## src/rtl/wb_regfile_sb.sv

```systemverilog
// Write-back stage: forms the write-back value, owns the 32x32 register file with
// same-cycle bypass, and tracks in-flight writes per register to stall decode.
module wb_regfile_sb #(
  parameter int unsigned NREGS    = 32,
  parameter int unsigned DW       = 32,
  parameter int unsigned PEND_MAX = 3
) (
  input  logic          clk,
  input  logic          rst,
  input  logic [DW-1:0] WB_ALU_RES,
  input  logic [DW-1:0] WB_DM_Q,
  input  logic          WB_RF_D_SEL,
  input  logic          WB_RF_WE,
  input  logic [4:0]    WB_RF_WA,
  input  logic [4:0]    ID_RA1,
  input  logic [4:0]    ID_RA2,
  input  logic          ID_ISSUE,
  input  logic          ID_WE,
  input  logic [4:0]    ID_WA,
  output logic [DW-1:0] ID_RD1,
  output logic [DW-1:0] ID_RD2,
  output logic [DW-1:0] WB_RF_D,
  output logic          ID_STALL,
  output logic          SB_ERR
);

  localparam int unsigned CW = $clog2(PEND_MAX + 1);
  localparam int unsigned AW = 5;

  logic                wr;
  logic [DW-1:0]       rf_q  [NREGS];
  logic [CW-1:0]       cnt_q [NREGS];
  logic [CW-1:0]       cnt_d [NREGS];
  logic                err_q;
  logic                err_d;
  logic [NREGS-1:0]    busy;
  logic                ovf;

  assign WB_RF_D = WB_RF_D_SEL ? WB_DM_Q : WB_ALU_RES;
  assign wr      = WB_RF_WE && (WB_RF_WA != '0);
  assign SB_ERR  = err_q;

  // Reads are forced to zero while reset is held, so a write presented during
  // reset never leaks out through the bypass.
  always_comb begin
    ID_RD1 = '0;
    ID_RD2 = '0;
    if (!rst && ID_RA1 != '0) begin
      ID_RD1 = (wr && WB_RF_WA == ID_RA1) ? WB_RF_D : rf_q[ID_RA1];
    end
    if (!rst && ID_RA2 != '0) begin
      ID_RD2 = (wr && WB_RF_WA == ID_RA2) ? WB_RF_D : rf_q[ID_RA2];
    end
  end

  // A register whose last pending write retires this cycle is served by the bypass.
  always_comb begin
    busy = '0;
    for (int unsigned r = 1; r < NREGS; r++) begin
      busy[r] = (cnt_q[r] != '0) &&
                !(wr && WB_RF_WA == AW'(r) && cnt_q[r] == CW'(1));
    end
  end

  always_comb begin
    ovf = ID_WE && (ID_WA != '0) && (cnt_q[ID_WA] == CW'(PEND_MAX)) &&
          !(wr && WB_RF_WA == ID_WA);
    ID_STALL = busy[ID_RA1] || busy[ID_RA2] || ovf;
  end

  always_comb begin
    logic issue;
    logic retire;
    err_d = err_q;
    issue  = 1'b0;
    retire = 1'b0;
    for (int unsigned r = 0; r < NREGS; r++) begin
      cnt_d[r] = cnt_q[r];
    end
    cnt_d[0] = '0;
    for (int unsigned r = 1; r < NREGS; r++) begin
      issue  = ID_ISSUE && !ID_STALL && ID_WE && (ID_WA == AW'(r));
      retire = wr && (WB_RF_WA == AW'(r));
      if (issue && !retire) begin
        cnt_d[r] = cnt_q[r] + CW'(1);
      end else if (retire && !issue) begin
        if (cnt_q[r] == '0) begin
          err_d = 1'b1;
        end else begin
          cnt_d[r] = cnt_q[r] - CW'(1);
        end
      end
    end
  end

  always_ff @(posedge clk or posedge rst) begin
    if (rst) begin
      for (int unsigned r = 0; r < NREGS; r++) begin
        rf_q[r]  <= '0;
        cnt_q[r] <= '0;
      end
      err_q <= 1'b0;
    end else begin
      if (wr) begin
        rf_q[WB_RF_WA] <= WB_RF_D;
      end
      cnt_q <= cnt_d;
      err_q <= err_d;
    end
  end

endmodule

```

## config.mk

```make
export PLATFORM = sky130hd
export DESIGN_NAME = wb_regfile_sb
export DESIGN_NICKNAME = d
export VERILOG_FILES = /design/src/rtl/wb_regfile_sb.sv
export SDC_FILE = /design/constraint.sdc
export NUM_CORES = 2
export LEC_CHECK = 0
export ABC_AREA = 1
export BUFFER_PORTS_ARGS = -buffer_cell sky130_fd_sc_hd__buf_2
export CORE_ASPECT_RATIO = 0.7
export CORE_MARGIN = 1
export CORE_UTILIZATION = 40
export CTS_CLUSTER_SIZE = 24
export DETAILED_ROUTE_END_ITERATION = 6
export HOLD_SLACK_MARGIN = 0.12
export PLACE_DENSITY = 0.58
export SYNTH_ARGS = -nofsm -noshare
export SYNTH_HDL_FRONTEND = slang
export SYNTH_SLANG_ARGS = --single-unit
```

## constraint.sdc

```tcl
create_clock -name clk -period 65.4 [get_ports clk]
set_clock_uncertainty 0.05 [all_clocks]
set_input_delay 13.08 -clock clk [delete_from_list [all_inputs] [get_ports clk]]
set_output_delay 13.08 -clock clk [all_outputs]
set_load 0.05 [all_outputs]
```

**Yosys cells after proc, flatten, opt, wreduce, memory -nomap -nowiden**

Cells that the tools add are included.

- Bits of input ports: 90
- Register bits: 1087
- Word-level logic and storage cells: 896

- Order comparisons: 7
- Muxes and demuxes: 207
- Add/sub/neg operators: 62
- Reductions and logical operators: 424
- Eq/ne operators: 128
- Bitwise gates (word level): 4

Operators with widths:

| cell | number |
|---|---|
| $bwmux W1024 | 1 |
| $bmux W32 S5 | 2 |
| $mux W32 | 10 |
| $logic_and A1 B1 Y1 | 198 |
| $mux W2 | 95 |
| $demux W32 S5 | 1 |
| $eq A5 B5 Y1 const B | 32 |
| $reduce_bool A2 Y1 | 62 |
| $logic_not A1 Y1 | 96 |
| $mux W1 | 95 |
| $eq A5 B4 Y1 const B | 16 |
| $add A2 B1 Y2 const B | 31 |
| $eq A2 B1 Y1 const B | 31 |
| $logic_not A2 Y1 | 31 |
| $ne A2 B2 Y1 const B | 31 |
| $reduce_and A2 Y1 | 31 |
| $sub A2 B1 Y2 const B | 31 |
| $eq A5 B3 Y1 const B | 8 |
| $ge A6 B6 Y1 const B | 4 |
| $not A5 Y6 | 4 |
| $eq A5 B2 Y1 const B | 4 |
| $reduce_bool A5 Y1 | 4 |
| $eq A5 B5 Y1 | 3 |
| $lt A5 B6 Y1 const B | 2 |
| other kinds (6) | 9 |

**Logic depth before layout (Yosys ltp)**

- Word-level depth: 108
- Gate-level depth with buffers: 27
- Depth with buffers taken out: 24

**Least setup slack after synthesis**

Ideal clock, no wire load.

- Kind: input to output
- Start: in rst
- End: out ID_RD2[0]
- Buffers on the path: 0
- Data required time: 52.270 ns
- Arrival time: 42.253 ns
- Path slack: 10.017 ns
- Cell stages on the path: 3
- Path through: inv_1 -> o21ai_0 -> a21oi_1

- Word-level cells in the longest chain between the ends: 3

Ends and longest elaborated chain:

| item | RTL line | RTL |
|---|---|---|
| start: declaration | 9 | `input logic rst,` |
| $logic_not A1 Y1 (no source line) | -- |  |
| $logic_and A1 B1 Y1 | 51 | `if (!rst && ID_RA2 != '0) begin` |
| $mux W32 | 51 |  |
| end: declaration | 21 | `output logic [DW-1:0] ID_RD2,` |

Every way passes these cells.

**Final worst setup path**

- Start: in ID_RA2[1]
- End: out ID_RD2[2]

- Word-level cells in the longest chain between the ends: 6
- Elaborated cells between the ends (all ways): 10
- Those cells by class: 1 x eq/ne; 5 x mux; 1 x bitwise; 3 x reduce/logical

Ends and longest elaborated chain:

| item | RTL line | RTL |
|---|---|---|
| start: declaration | 16 | `input logic [4:0] ID_RA2,` |
| $not A5 Y6 (not written as such) | 52 | `ID_RD2 = (wr && WB_RF_WA == ID_RA2) ? WB_RF_D : rf_q[ID_RA2];` |
| $bmux W32 S5 | 52 |  |
| $mux W32 (not written as such) (2 in a row) | 52 |  |
| $mux W32 | 52 |  |
| $mux W32 * | 51 |  |

Mark *: on every way between the ends. The rest lies on a longest branch, timed or not. The select of a mux whose other input is x is not followed.

==> flow_summary.toml <==
[place]
portBuffers = 187
hpwl_um = 167000
gp_congestion = 0.925

[yosys]
synthMuxAreaShare_pct = 0
synth_fp_nets = 8547
synthAdderAreaFrac_pct = 2.50
synth_seq_cells = 1087
synth_cell_types = 39
synth_top_family_by_area = "compound AO/OA/AOI/OAI gates"
synth_compound_area_share_pct = 26.1
synth_seq_area_share_pct = 43.7
synth-simple-area-share_pct = 16.4
async_reset_ff_share_pct = 100
synth_xor_area_share_pct = 1.00
synth_cells = 8333
ys_warn_count = 0
syn_area_um2 = 62200
synth.avg_cell_area_um2 = 7.46
synth_edf_count = 0
synth_ff_type = "dfrtp_1"

[route]
drc = 4
num_vias = 63900
drt_wl_total_um = 290000
drtIter0Drc = 10500
vias_per_cell = 6.24
routedWlPerCell_um = 28.3
drt_first_pass_iters = 7
final_antenna_net_count = 0

[clock_network]
hold_buffers = 0
numCtsBuffers = 114
tritoncts = "yes"
cts_htree_levels = 3
cts-resized-gates = 0
post_cts_buffers = 0
cts_buffer_depth = 3
clk_latency_ns = 0.77
numClockSinks = 1087
clockRootBuffer = "clkbuf_16"
path_clk_slew_ns = 0.06

[sta]
min_period_ns = 31.58
rsz0062_at_grt = "false"
setup_viol = 0
tightestPinTransition_ns = 1.31
hold_viol_final = 0
relSlewSlack_pct = 12.9
setup_tns_ns = 0
final_max_slew_viol_count = 0
post-route-period-util_pct = 48.3
max_freq_mhz = 31.7

[setup_path]
ff2ff_setup_slack_ns = 60.25
reg2reg_depth = 25
critPathArrivalTime_ns = 18.45
cpPeakStageDelay_ns = 0.89
cp-end-kind = "primary output"
crit_path_top_delay_cell = "inv_8"
path_common_cell = "o21ai_0"
worstPathCellList = "buf_6 -> clkinv_2 -> buf_4 -> nand2_4 -> inv_8 -> buf_4 -> a21oi_1 -> o21ai_0 -> o22ai_1 -> o21ai_0 -> o21ai_0 -> a21oi_1 -> buf_2"
start_kind = "input pin"
path_class = "input pin to primary output"
path_max_fanout = 126
required_ns = 52.27

[die]
core_um2 = 154000
die_h_um = 332
die_w_um = 473
io_pins = 188
start_util_pct = 40.5
rows = 120
die-area_um2 = 157000

[global_routing]
grt.overflow.total = 0
grt_usage_pct = 36.0
grt_max_degree = 140
first_global_vias = 58700
antenna_found_initial = 12
grt_pass1_wl_um = 417000

[hold_path]
hold_path.class = "flop to flop"
holdPathStages = 0

[outcome]
run_status = "finished, violations left"
violations = "DRC"

[run]
drv_cap = 0

[cells_and_area]
n_fill_cell = 15200
final_layout_size_suffix_gt1_share_pct = 7.84
finalNetCount = 8282
syn2layout_area_growth_pct = 10.4

[pwr]
power.total_mw = 2.20
irDropWorstVdd_uv = 25.8
power.density_nw_per_um2 = 32.0
p_leak_nw = 30.3
[sequential cells by signal (all words and copies together), names as in the netlist]
name	count
rf_q	1024
cnt_q	62
SB_ERR	1
[routing by layer]
metal	track usage, %	wire length (um)	share of wire (%)	vias to the layer above
li1	-	-	-	27600
met1	49.8	116000	40	30600
met2	50.2	117000	40	4820
met3	10.6	39300	14	920
met4	19.2	17300	6.0	30
met5	0	224	0.077	-
[layout by cell type, fill, tap and decap left out, types with 8 or more instances in the layout]
cell        count
inv_1         879
clkinv_1       21
o21ai_0      1689
xnor2_1        35
nand2_1      1669
nand3_1       386
clkbuf_16     116
o22ai_1       102
clkbuf_1       19
o21ai_1        28
o311ai_0       14
a22oi_1         9
nor3_1         44
nor2_1        253
inv_2          13
nor2_4         24
nand2_4        12
buf_2         178
a21oi_1       540
ha_1          124
dfrtp_1      1087
o221ai_1      139
clkbuf_8       28
clkinv_2       20
a211oi_1       15
clkinvlp_4      8
o211ai_1      184
bufinv_16      14
buf_4         185
a221oi_1       17
nand4_1        88
o2111ai_1     120
diode_2        10
xor2_1         36
[cells in the mapped netlist (45+ instances only)]
library cell | count | share of area, %
o21ai_0 | 1710 | 14
nand2_1 | 1683 | 10
dfrtp_1 | 1087 | 44
inv_1 | 890 | 5.4
clkbuf_1 | 599 | 3.6
a21oi_1 | 540 | 4.3
nand3_1 | 387 | 3.1
nor2_1 | 268 | 1.6
o211ai_1 | 184 | 2.2
o221ai_1 | 139 | 2.0
ha_1 | 124 | 2.5
o2111ai_1 | 120 | 1.7
o22ai_1 | 102 | 1.0
nand4_1 | 88 | 0.89
buf_1 | 85 | 0.51
buf_2 | 65 | 0.52
nor3_1 | 45 | 0.36
[final cells by class]
type / count / area (um^2) / share of cell area, %
Sequential cell: 1087 / 27200 / 39.6
Antenna cell: 10 / 25.0 / 0.0365
Timing Repair Buffer: 372 / 2420 / 3.52
Inverter: 923 / 3510 / 5.11
Clock buffer: 163 / 3360 / 4.89
Multi-Input combinational cell: 5570 / 28900 / 42.1
Clock inverter: 48 / 663 / 0.966
Tap cell: 2074 / 2590 / 3.78
[through the flow]
step / utilization (%) / worst slack, ns / instances / cell area, um^2 / hold slack (ns)
2_1_floorplan: - / 10.02 / 8333 / 62200 / 0.379
3_3_place_gp: 42.0 / 34.11 / 10000 / 64600 / 0.315
3_5_place_dp: 42.0 / 34.13 / 10000 / 64600 / 0.316
4_1_cts: 44.7 / 34.12 / 10200 / 68600 / 0.328
5_1_grt: 44.7 / 33.81 / 10200 / 68600 / 0.332
6_report: 44.7 / 33.82 / 10200 / 68600 / 0.325
[path summary, 6_finish.rpt]
kind	startpoint	endpoint
min in group asynchronous	rst	rf_q[330]
max in group asynchronous	rst	cnt_q[36]
worst max-delay path	ID_RA2[1]	ID_RD2[2]
worst min-delay path	rf_q[1000]	rf_q[1000]
worst min register to register	rf_q[1000]	rf_q[1000]
worst max register to register	cnt_q[30]	SB_ERR
[report_power, final]
group          total (mW)  internal, mW  switching (mW)
sequential          0.928         0.830          0.0981
combinational       0.554         0.174           0.379
clock               0.716         0.412           0.304
[cell families after synthesis]
logic type               after synthesis
flip-flops                          1087
buffers and inverters               1676
XOR/XNOR                              71
AO/OA/AOI/OAI                       2883
AND/OR/NAND/NOR                     2492
adder cells (fa/ha/maj)              124
[critical path, delay by kind of cell]
kind | cells | cell delay (ns)
buffers and inverters | 6 | 3.06
AOI/OAI and AO/OA | 6 | 1.49
and+or+nand+nor | 1 | 0.52
No activity file was read; power rests on OpenSTA's default activity.
